`src/rtl/ring_phase_decoder.sv`:
```
// One-hot ring phase decoder with rotation-sequence lock monitor.
// Define RING_DEC_ERR_CNT_EN to build the saturating err_count / clr_err logic.
module ring_phase_decoder #(
  parameter int WIDTH     = 4,
  parameter int LOCK_CNT  = 2,
  parameter int ERR_CNT_W = 8
) (
  input  logic                     clk,
  input  logic                     rst_n,
  input  logic                     en,
  input  logic [WIDTH-1:0]         ring_in,
  input  logic                     clr_err,
  output logic [$clog2(WIDTH)-1:0] index,
  output logic                     index_valid,
  output logic                     locked,
  output logic                     err_pulse,
  output logic [ERR_CNT_W-1:0]     err_count
);

  localparam int IDX_W = $clog2(WIDTH);
  localparam int CNT_W = $clog2(LOCK_CNT + 1);

  typedef enum logic [1:0] {HUNT, ACQ, LOCKED} state_t;

  state_t             state_reg, state_next;
  logic [CNT_W-1:0]   good_cnt_reg, good_cnt_next;
  logic [WIDTH-1:0]   last_reg, last_next;
  logic [IDX_W-1:0]   index_reg, index_next;
  logic               index_valid_reg, index_valid_next;
  logic               err_pulse_reg, err_pulse_next;
  logic               err_inc;

  logic               onehot;
  logic               match;
  logic [WIDTH-1:0]   expected;
  logic [IDX_W-1:0]   dec_idx;
  logic [IDX_W-1:0]   idx_term [WIDTH];

  assign onehot   = (ring_in != '0) && ((ring_in & (ring_in - WIDTH'(1))) == '0);
  assign expected = {last_reg[WIDTH-2:0], last_reg[WIDTH-1]};
  assign match    = (ring_in == expected);

  // Each bit contributes its own position; OR-ing is a valid encode only when one-hot.
  genvar gi;
  generate
    for (gi = 0; gi < WIDTH; gi++) begin : g_enc
      assign idx_term[gi] = ring_in[gi] ? IDX_W'(gi) : '0;
    end
  endgenerate

  always_comb begin
    dec_idx = '0;
    for (int i = 0; i < WIDTH; i++) begin
      dec_idx = dec_idx | idx_term[i];
    end
  end

  always_comb begin
    state_next       = state_reg;
    good_cnt_next    = good_cnt_reg;
    last_next        = last_reg;
    index_next       = index_reg;
    index_valid_next = index_valid_reg;
    err_pulse_next   = 1'b0;
    err_inc          = 1'b0;
    if (en) begin
      index_valid_next = onehot;
      index_next       = onehot ? dec_idx : '0;
      case (state_reg)
        HUNT: begin
          if (onehot) begin
            last_next     = ring_in;
            good_cnt_next = CNT_W'(1);
            state_next    = (LOCK_CNT == 1) ? LOCKED : ACQ;
          end
        end
        ACQ: begin
          if (match) begin
            last_next = ring_in;
            if (int'(good_cnt_reg) + 1 >= LOCK_CNT) begin
              good_cnt_next = CNT_W'(LOCK_CNT);
              state_next    = LOCKED;
            end else begin
              good_cnt_next = good_cnt_reg + CNT_W'(1);
            end
          end else if (onehot) begin
            last_next     = ring_in;
            good_cnt_next = CNT_W'(1);
          end else begin
            state_next = HUNT;
          end
        end
        LOCKED: begin
          if (match) begin
            last_next = ring_in;
          end else begin
            err_pulse_next = 1'b1;
            err_inc        = 1'b1;
            if (onehot) begin
              last_next     = ring_in;
              good_cnt_next = CNT_W'(1);
              state_next    = ACQ;
            end else begin
              state_next = HUNT;
            end
          end
        end
        default: state_next = HUNT;
      endcase
    end
  end

  always_ff @(posedge clk) begin
    if (!rst_n) begin
      state_reg       <= HUNT;
      good_cnt_reg    <= '0;
      last_reg        <= '0;
      index_reg       <= '0;
      index_valid_reg <= 1'b0;
      err_pulse_reg   <= 1'b0;
    end else begin
      state_reg       <= state_next;
      good_cnt_reg    <= good_cnt_next;
      last_reg        <= last_next;
      index_reg       <= index_next;
      index_valid_reg <= index_valid_next;
      err_pulse_reg   <= err_pulse_next;
    end
  end

`ifdef RING_DEC_ERR_CNT_EN
  logic [ERR_CNT_W-1:0] err_count_reg;

  // Clear takes priority over a same-cycle increment.
  always_ff @(posedge clk) begin
    if (!rst_n) begin
      err_count_reg <= '0;
    end else if (clr_err) begin
      err_count_reg <= '0;
    end else if (err_inc && !(&err_count_reg)) begin
      err_count_reg <= err_count_reg + ERR_CNT_W'(1);
    end
  end

  assign err_count = err_count_reg;
`else
  logic unused_err_in;
  assign unused_err_in = clr_err ^ err_inc;
  assign err_count     = '0;
`endif

  assign index       = index_reg;
  assign index_valid = index_valid_reg;
  assign locked      = (state_reg == LOCKED);
  assign err_pulse   = err_pulse_reg;

endmodule

```
`config.mk`:
```
export PLATFORM = sky130hd
export DESIGN_NAME = ring_phase_decoder
export DESIGN_NICKNAME = d
export VERILOG_FILES = /design/src/rtl/ring_phase_decoder.sv
export SDC_FILE = /design/constraint.sdc
export NUM_CORES = 1
export LEC_CHECK = 0
export CORE_UTILIZATION = 46
export CTS_CLUSTER_DIAMETER = 30
export DETAILED_ROUTE_END_ITERATION = 16
export PLACE_DENSITY = 0.87
export REMOVE_ABC_BUFFERS = 1
export SLEW_MARGIN = 20
export SYNTH_ARGS = -nofsm -noshare
export SYNTH_HDL_FRONTEND = slang
export SYNTH_SLANG_ARGS = --single-unit
```
`constraint.sdc`:
```
create_clock -name clk -period 2.6 [get_ports clk]
set_input_delay 0.65 -clock clk [delete_from_list [all_inputs] [get_ports clk]]
set_output_delay 0.65 -clock clk [all_outputs]
set_load 0.02 [all_outputs]
```
==> summary.txt, run 1 <==
Status
  – Status: complete, no violations

Clocking
  – CTS root buf: clkbuf_4
  – CTS tree: done
  – Setup Fix Bufs, Post-CTS: 0
  – Max clock buf depth: 2
  – Num CTS Buffers: 3
  – Clk_lat worst skew: between 0.2 and 0.3 ns
  – Clk sinks: 12
  – Reg clk slew, reported paths: roughly 0.070 ns
  – Post-cts resize count: 0
  – Hold buffer count at CTS: 0
  – CTS H-tree lvls: 1

Timing
  – Final WS setup: roughly 0.29 ns
  – Endpoints failing hold: 0
  – Fmax: ~430 MHz
  – Layout Skew: ~0.0096 ns
  – Fin crit period: ~2.3 ns
  – Final TNS setup: 0 ns
  – Max-slew violations: 0
  – Final Setup Violations: 0
  – Period utilization: 89.0%
  – Hold WS: approximately 0.47 ns
  – RSZ-0062 raised after global routing: no

GRT
  – Total gr overflow: 0
  – GRT Resource Usage Total: ~20%
  – Vias in the first global route: roughly 650
  – Largest net degree at the start of global routing: 11
  – Initial antenna violation count: 0
  – First-pass GRT wire length: 2750 microns

Yosys
  – Sequential fraction of the synthesis area: a little under a third
  – Area contributors post-synth: dfxtp_1 (31%), buf_4 (7.7%), ha_1 (6.4%)
  – Post-synth EDFFs: 0
  – Mean Syn Cell Area: approximately 9 sq um
  – Yosys warns: 0
  – Most area-hungry cell type in the Yosys netlist: dfxtp_1
  – Ys async rst share: 0%
  – Seq cells post-synth: 12
  – Synthesized cell area: approximately 780 sq um
  – Top FF cell, synth: dfxtp_1
  – Synth Instances: 87
  – Netlist cell types: 33
  – Yosys top cell area share: a little under a third

Die
  – CORE AREA: around 0.0015 sq mm
  – Die height: between 40 and 50 microns
  – Initial Util: around half
  – Die X: 43.3 microns
  – I/O pin total: 21
  – Die Area: 0.00187 sq mm
  – Core Rows: 14

Setup path
  – Crit. End Element: register
  – Critical Path RT: roughly 2.8 ns
  – Setup CP Type: primary input to register
  – Reg-to-Reg Start: last_reg[0]$_SDFFE_PN0P_
  – Worst reg-to-reg path cell count: 6
  – Critical Path AT: roughly 2.5 ns
  – Highest net fanout along the worst path: 6
  – R2R setup slack: about 0.94 ns
  – Crit Reg-Reg Endpoint: good_cnt_reg[1]$_SDFFE_PN0P_
  – CP startpoint kind: primary input

Final layout
  – Reg area: between 200 and 250 sq um
  – Antenna cells: 0
  – Commonest non-fill, non-tap cells in the layout: dfxtp_1 (12), clkdlybuf4s50_1 (11), a21oi_1 (8), conb_1 (8), buf_4 (7)
  – Fillers: about 140
  – Nets: about 120
  – Ratio of cells with drive above 1 in the final layout: around 15%
  – Max reg flops: 4
  – Commonest non-fill, non-tap cell in the layout: dfxtp_1
  – Multi-input gate area: around 480 sq um
  – Area Overhead vs Synth: 19.9%
  – Final Cell Area: around 940 sq um

Placed design
  – DPL Wire Length: roughly 1200 microns
  – Gp weighted congestion: around 0.80
  – IO buf count: 11
  – Pre-CTS WS: 0.0338 ns
  – Area after DPL: 918 sq um

Power
  – PD cells: approximately 440 mW/mm^2
  – Pleak: around 0.39 nW
  – Peak supply drop: roughly 0.26 mV

Worst hold path
  – Worst Hold Launch: index[0]$_SDFFE_PN0P_
  – HP Class: register to register
  – Hold path depth: 2
  – Hold EP: index[0]$_SDFFE_PN0P_

Flow run
  – Maxcap violations: 0

Routing
  – Post-route ant nets: 0
  – Final wirelength: roughly 1600 microns
  – First-pass DRT Iterations: 4
  – Drt via density: 5.66
  – # DRC: 0
  – Via count: roughly 690
  – DR WL/cell: ~13 microns
  – DRT iter0 DRCs: 10
-- kinds of logic (layout without fill, tap and decap cells) --
| group | count (synthesis) | count (layout) | synth area share (%) |
|---|---|---|---|
| xor gates and xnor gates | 5 | 5 | 5.58 |
| DFF | 12 | 12 | 30.6 |
| other | 1 | 8 | 0.478 |
| buffers and inverters | 15 | 26 | 12.0 |
| and+or+nand+nor | 24 | 24 | 19.0 |
| adders and majority gates | 4 | 4 | 6.38 |
| AOI/OAI and AO/OA | 22 | 22 | 20.9 |
| muxes | 4 | 4 | 5.10 |
-- power by group --
part	internal (mW)	switching, mW
Sequential	0.191	0.00562
Combinational	0.0453	0.0618
Clock	0.0536	0.0589
Total	0.290	0.126
-- cells in the mapped netlist (2+ instances only) --
master and instances:
a21oi_1 8, buf_4 8, dfxtp_1 12, ha_1 4, inv_1 4, mux2i_1 4
nand2_1 3, nand2b_1 3, nand3_1 6, nor2_1 5, o211ai_1 2, o21ai_0 4
xor2_1 4
-- critical path, cell delays in order --
cell and delay [ns]:
clkdlybuf4s50_1 0.49, buf_4 0.18, xnor2_1 0.17, o311ai_4 0.39, buf_4 0.21, a21oi_1 0.07
o21ai_0 0.22, a21oi_1 0.09
-- worst max-delay path by stage --
stage,startpoint,endpoint,slack (ns),cells past startpoint
after floorplan,ring_in[0],state_reg[0]$_SDFFE_PN0P_,0.63,5
after global placement,ring_in[1],state_reg[0]$_SDFFE_PN0P_,0.09,6
after detailed placement,ring_in[0],last_reg[0]$_SDFFE_PN0P_,0.03,7
after CTS,ring_in[0],last_reg[0]$_SDFFE_PN0P_,0.31,7
after global routing,ring_in[1],state_reg[1]$_SDFFE_PN0P_,0.20,7
final,ring_in[2],last_reg[0]$_SDFFE_PN0P_,0.29,8
-- metal layers --
| metal | track usage (%) | share of wire [%] | wire [microns] |
|---|---|---|---|
| met3 | 5.96 | 5.6 | 88 |
| met4 | 14.5 | 3.2 | 51 |
| met1 | 22.6 | 44 | 693 |
| met5 | 0 | 0 | 0 |
| met2 | 33.4 | 47 | 751 |
-- area by class of cell --
cell class | instances | area share [%]
well taps | 16 | 2.13
flip-flops and latches | 12 | 25.5
clock buffers | 3 | 2.39
repair buffers | 18 | 17.3
multi-input cells | 67 | 50.7
inverters | 5 | 1.99
-- through the flow --
stage	utilization, %	std cells	total power [mW]
after global placement	59.6	118	0.303
after global routing	61.0	121	0.445
final	61.0	121	0.416
after floorplan	-	84	0.266
after CTS	61.0	121	0.420
after detailed placement	59.6	118	0.307
No activity file was read; power rests on OpenSTA's default activity.
==> inputs of run 2 (changes only) <==
- CORE_MARGIN: default -> 5
- REMOVE_ABC_BUFFERS: 1 -> default
==> run 2 against run 1 <==
Effect of this change:
- first-iteration DRC count is 90% higher
- critical path type unchanged
- worst hold slack better by 0.0019 ns
- count of clock-buffer cells in the layout stayed put
- sequential share of layout area is 0.38 points higher
==> summary.txt, run 2 (synthesized netlist as in run 1, its figures left out) <==
Status
  – Status: complete, no violations

GRT
  – First-pass GRT wire length: 2660 microns (-3.5%)
  – Initial antenna violation count: 0 (unchanged)
  – Total gr overflow: 0 (unchanged)
  – Largest net degree at the start of global routing: 11 (unchanged)
  – GRT Resource Usage Total: 13.2% (-7.4 points)
  – Vias in the first global route: 639 (-1.1%)

Clocking
  – CTS H-tree lvls: 1 (unchanged)
  – Clk sinks: 12 (unchanged)
  – Setup Fix Bufs, Post-CTS: 0 (unchanged)
  – Hold buffer count at CTS: 0 (unchanged)
  – Max clock buf depth: 2 (unchanged)
  – Clk_lat worst skew: 0.26 ns (about the same)
  – CTS root buf: clkbuf_4
  – Reg clk slew, reported paths: 0.07 ns (about the same)
  – Post-cts resize count: 0 (unchanged)
  – Num CTS Buffers: 3 (unchanged)
  – CTS tree: done

Routing
  – # DRC: 0 (unchanged)
  – Final wirelength: 1600 microns (+0.69%)
  – Drt via density: 5.43 (-4.2%)
  – DRT iter0 DRCs: 19 (+9)
  – DR WL/cell: 13.3 microns (+1.5%)
  – Post-route ant nets: 0 (unchanged)
  – First-pass DRT Iterations: 4 (unchanged)
  – Via count: 651 (-5.0%)

Timing
  – Endpoints failing hold: 0 (unchanged)
  – Layout Skew: 0.00372 ns (-0.00587 ns)
  – RSZ-0062 raised after global routing: no
  – Max-slew violations: 0 (unchanged)
  – Final Setup Violations: 0 (unchanged)
  – Period utilization: 88.5% (-0.48 points)
  – Fmax: 434 MHz (+0.54%)
  – Final WS setup: 0.298 ns (+0.0124 ns)
  – Final TNS setup: 0 ns (unchanged)
  – Fin crit period: 2.30 ns (-0.0124 ns)

Die
  – Core Rows: 15 (+1)
  – Die height: 51.3 microns (+18%)
  – Die X: 51.3 microns (+18%)
  – Die Area: 0.00263 sq mm (+40%)
  – I/O pin total: 21 (unchanged)
  – CORE AREA: 0.00167 sq mm (+8.4%)
  – Initial Util: 47.0% (-3.9 points)

Placed design
  – DPL Wire Length: 1280 microns (+2.6%)
  – IO buf count: 11 (unchanged)
  – Area after DPL: 905 sq um (-1.5%)
  – Pre-CTS WS: 0.00340 ns (-0.0304 ns)
  – Gp weighted congestion: 0.779 (-2.2%)

Final layout
  – Nets: 117 (-1.7%)
  – Final Cell Area: 927 sq um (-1.5%)
  – Max reg flops: 4 (unchanged)
  – Fillers: 156 (+16%)
  – Ratio of cells with drive above 1 in the final layout: 13.6% (-1.6 points)
  – Antenna cells: 0 (unchanged)
  – Commonest non-fill, non-tap cell in the layout: dfxtp_1
  – Commonest non-fill, non-tap cells in the layout: dfxtp_1 (12), clkdlybuf4s50_1 (11), a21oi_1 (8), conb_1 (8), nand3_1 (6)
  – Area Overhead vs Synth: 18.2%

Setup path
  – CP peak stage delay: 0.57 ns (+0.08 ns)
  – Critical Path RT: 2.79 ns (+0.04 ns)
  – CP Cell Sequence: clkdlybuf4s50_1, or4b_1, o311ai_4, mux2i_1, o221ai_2, mux2i_1
  – Critical Path Slowest Stage Cell: or4b_1
  – Critical Path Most Common Cell: mux2i_1
  – CP startpoint kind: primary input
  – Highest net fanout along the worst path: 6 (unchanged)
  – Critical Path AT: 2.49 ns (+0.02 ns)
  – Crit. End Element: register
  – Setup CP Type: primary input to register

Power
  – Overall power: 0.410 mW (-1.4%)
  – Peak supply drop: 0.279 mV (+6.3%)
  – Pleak: 0.380 nW (-2.6%)
  – PD cells: 443 mW/mm^2 (about the same)

Flow run
  – Maxcap violations: 0 (unchanged)

Worst hold path
  – HP Class: register to register
run 2: metal layers:
layer,GRT usage (%),vias to the layer above,wire [microns]
met5,0,-,0
met3,2.62,2,98
met2,22.7,25,778
li1,-,328,-
met4,6.11,0,20
met1,15.6,296,698
run 2: path summary, 6_finish.rpt:
kind	from	endpoint	depth (start not counted)	slack (ns)
max	ring_in[2]	state_reg[0]$_SDFFE_PN0P_	6	0.30
min reg2reg	index[1]$_SDFFE_PN0P_	index[1]$_SDFFE_PN0P_	2	0.47
min	index[1]$_SDFFE_PN0P_	index[1]$_SDFFE_PN0P_	2	0.47
max reg2reg	last_reg[0]$_SDFFE_PN0P_	good_cnt_reg[1]$_SDFFE_PN0P_	6	0.88
run 2: layout make-up:
type | instances | area, sq um | area share [%]
clock buffer | 3 | 22.5 | 2.43
multi-input combinational | 67 | 477 | 51.4
timing repair buffer | 16 | 148 | 15.9
inverter | 5 | 18.8 | 2.02
tap | 17 | 21.3 | 2.29
sequential | 12 | 240 | 25.9
run 2: power by group:
| part | leakage (nW) | total (mW) | internal, mW | switching [mW] |
|---|---|---|---|---|
| Sequential | 0.0974 | 0.197 | 0.191 | 0.00589 |
| Combinational | 0.269 | 0.104 | 0.0435 | 0.0603 |
| Clock | 0.0138 | 0.110 | 0.0534 | 0.0561 |
| Total | 0.380 | 0.410 | 0.288 | 0.122 |
run 2: metrics by stage:
step / hold WS [ns] / std cells / utilization, %
finish: 0.470 / 120 / 55.5
floorplan: 0.465 / 94 / -
global route: 0.511 / 120 / 55.5
global placement: 0.455 / 117 / 54.2
detailed placement: 0.466 / 117 / 54.2
CTS: 0.477 / 120 / 55.5
run 2: critical path, delay by kind of cell:
family	cells	cell delay, ns
mux	2	0.38
simple gates	1	0.57
buf+inv	1	0.53
compound gates	2	0.37
==> inputs of run 3 (changes only) <==
- CORE_MARGIN: 5 -> 2
- CORE_UTILIZATION: 46 -> 25
- PLACE_DENSITY: 0.87 -> 0.57
==> run 3 against run 2 <==
Effect of this change:
- sequential share of layout area shrank 2.0 points
- die area grew 37%
- sequential power is essentially flat
- first-iteration DRC count shrank 37%
- combinational power grew 4%
- register-to-register slack is essentially flat
- cell count grew 27%
- wire length shrank 4.8%
- critical path depth grew 1
- non-clock buffer count grew 4
- maximum frequency grew 2.0%
- critical endpoint is now good_cnt_reg[1]$_SDFFE_PN0P_
- largest cell class unchanged
- largest power group unchanged
- highest routed layer unchanged
==> summary.txt, run 3 (synthesized netlist as in run 1, its figures left out) <==
GRT
  – Vias in the first global route: 629 (-1.6%)
  – Total gr overflow: 0 (unchanged)
  – Initial antenna violation count: 0 (unchanged)
  – GRT Resource Usage Total: 9.68% (-3.5 points)
  – Largest net degree at the start of global routing: 10 (-1)
  – First-pass GRT wire length: 2650 microns (-0.26%)

Final layout
  – Nets: 121 (+3.4%)
  – Max reg flops: 4 (unchanged)
  – Reg area: 240 sq um (unchanged)
  – Fillers: 318 (+100%)
  – Final Core Density: 33.2% (-22 points)
  – Commonest non-fill, non-tap cell in the layout: dfxtp_1
  – Ratio of cells with drive above 1 in the final layout: 17.6% (+4.0 points)
  – Commonest non-fill, non-tap cells in the layout: dfxtp_1 (12), clkdlybuf4s50_1 (11), buf_4 (9)
  – Multi-input gate area: 477 sq um (unchanged)
  – Antenna cells: 0 (unchanged)
  – Area Overhead vs Synth: 28.1%

Flow run
  – Maxcap violations: 0 (unchanged)

Die
  – Die Area: 0.00360 sq mm (+37%)
  – Die height: 60.0 microns (+17%)
  – I/O pin total: 21 (unchanged)
  – Core Rows: 20 (+5)
  – Die X: 60.0 microns (+17%)
  – Initial Util: 25.9% (-21 points)
  – CORE AREA: 0.00303 sq mm (+81%)

Timing
  – Max-slew violations: 0 (unchanged)
  – Period utilization: 86.8% (-1.7 points)
  – Fin crit period: 2.26 ns (-0.0443 ns)
  – Final TNS setup: 0 ns (unchanged)
  – RSZ-0062 raised after global routing: no
  – Fmax: 443 MHz (+2.0%)
  – Final Setup Violations: 0 (unchanged)
  – Endpoints failing hold: 0 (unchanged)
  – Layout Skew: 0.00119 ns (-0.00252 ns)

Power
  – Sw Share: 28.8% (-0.99 points)
  – Combinational Power Share: 23.8% (-1.5 points)
  – Peak supply drop: 0.141 mV (-49%)
  – Power share of the clock group: 33.1% (+6.4 points)
  – Pleak: 0.407 nW (+7.2%)
  – Cell Int Power: 0.324 mW (+13%)
  – PD cells: 453 mW/mm^2 (+2.4%)
  – Switching pwr: 0.131 mW (+7.3%)
  – Reg power frac: 43.1% (-4.9 points)
  – Overall power: 0.455 mW (+11%)

Setup path
  – Highest net fanout along the worst path: 5 (-1)
  – Critical Path Slowest Stage Cell: clkdlybuf4s50_1
  – Critical Path Start: ring_in[2]
  – CP Cell Sequence: clkdlybuf4s50_1, xor2_1, nor4_4, buf_4, a21oi_2, and3_1, nor4_1
  – CP bufs+invs: 2 (+1)
  – CP peak stage delay: 0.51 ns (-0.06 ns)
  – Crit. End Element: register
  – Critical Path AT: 2.44 ns (-0.05 ns)
  – Critical Path RT: 2.78 ns (about the same)
  – Setup CP Type: primary input to register
  – Reg-to-Reg Start: last_reg[0]$_SDFFE_PN0P_
  – CP startpoint kind: primary input
  – Crit-path leading delay family: simple AND/OR/NAND/NOR gates

Clocking
  – CTS H-tree lvls: 1 (unchanged)
  – Setup Fix Bufs, Post-CTS: 0 (unchanged)
  – CTS tree: done
  – Reg clk slew, reported paths: 0.08 ns (about the same)
  – Clk sinks: 12 (unchanged)
  – Max clock buf depth: 2 (unchanged)
  – Hold buffer count at CTS: 0 (unchanged)
  – Num CTS Buffers: 3 (unchanged)
  – Post-cts resize count: 0 (unchanged)
  – Clk_lat worst skew: 0.27 ns (about the same)
  – CTS root buf: clkbuf_4

Routing
  – Post-route ant nets: 0 (unchanged)
  – DR WL/cell: 9.99 microns (-25%)
  – First-pass DRT Iterations: 3 (-1)
  – Via count: 645 (-0.92%)
  – Final wirelength: 1520 microns (-4.8%)
  – DRT iter0 DRCs: 12 (-7)
  – # DRC: 0 (unchanged)
  – Drt via density: 4.24 (-22%)

Worst hold path
  – HP Class: register to register
  – Worst Hold Launch: index[1]$_SDFFE_PN0P_

Placed design
  – DPL Wire Length: 1260 microns (-1.9%)
  – IO buf count: 11 (unchanged)
  – Gp weighted congestion: 0.774 (-0.53%)

Status
  – Status: complete, no violations
[run 3: cell types whose count changed in the layout (fill, tap and decap cells not counted), sizes merged]
cell and change:
clkbuf +1, buf +4
[run 3: area by class of cell]
| type | count | share of cell area [%] |
|---|---|---|
| clock buffer | 4 | 3.61 |
| inverter | 5 | 1.87 |
| multi-input combinational | 67 | 47.4 |
| sequential | 12 | 23.9 |
| tap | 44 | 5.48 |
| timing repair buffer | 20 | 17.7 |
[run 3: worst register-to-register path: cells and delay by family, from the launching register on]
kind,cells,cell delay [ns]
XOR/XNOR,1,0.18
AO/OA/AOI/OAI,1,0.07
flip-flops,1,0.32
buffers and inverters,1,0.20
AND/OR/NAND/NOR,3,0.85
[run 3: worst paths after layout]
check	endpoint	slack (ns)	cells past startpoint
hold reg to reg	index[1]$_SDFFE_PN0P_	0.48	2
setup reg to reg	good_cnt_reg[1]$_SDFFE_PN0P_	0.88	6
hold / removal	index[1]$_SDFFE_PN0P_	0.48	2
setup / recovery	good_cnt_reg[1]$_SDFFE_PN0P_	0.34	7
[run 3: routing by layer]
layer  wire (microns)  vias to the layer above  GRT usage [%]
li1                 -                      335              -
met1              729                      296           11.0
met2              721                       11           17.1
met3               43                        3           1.95
met4               23                        0           4.76
met5                0                        -              0
[run 3: power groups by stage]
stage / clock network [mW] / registers (mW) / logic, mW
final: 0.151 / 0.196 / 0.108
after global routing: 0.168 / 0.197 / 0.120
after CTS: 0.156 / 0.196 / 0.109
after detailed placement: 0 / 0.201 / 0.109
after global placement: 0 / 0.200 / 0.108
after floorplan: 0 / 0.202 / 0.0776
[run 3: through the flow]
step                cell area (sq um)  cells  worst slack, ns  hold WS (ns)
floorplan                         811     94            0.529         0.465
global placement                  968    148           0.0706         0.459
detailed placement                968    148           0.0432         0.473
CTS                              1000    152            0.310         0.486
global route                     1000    152            0.206         0.510
finish                           1000    152            0.342         0.483
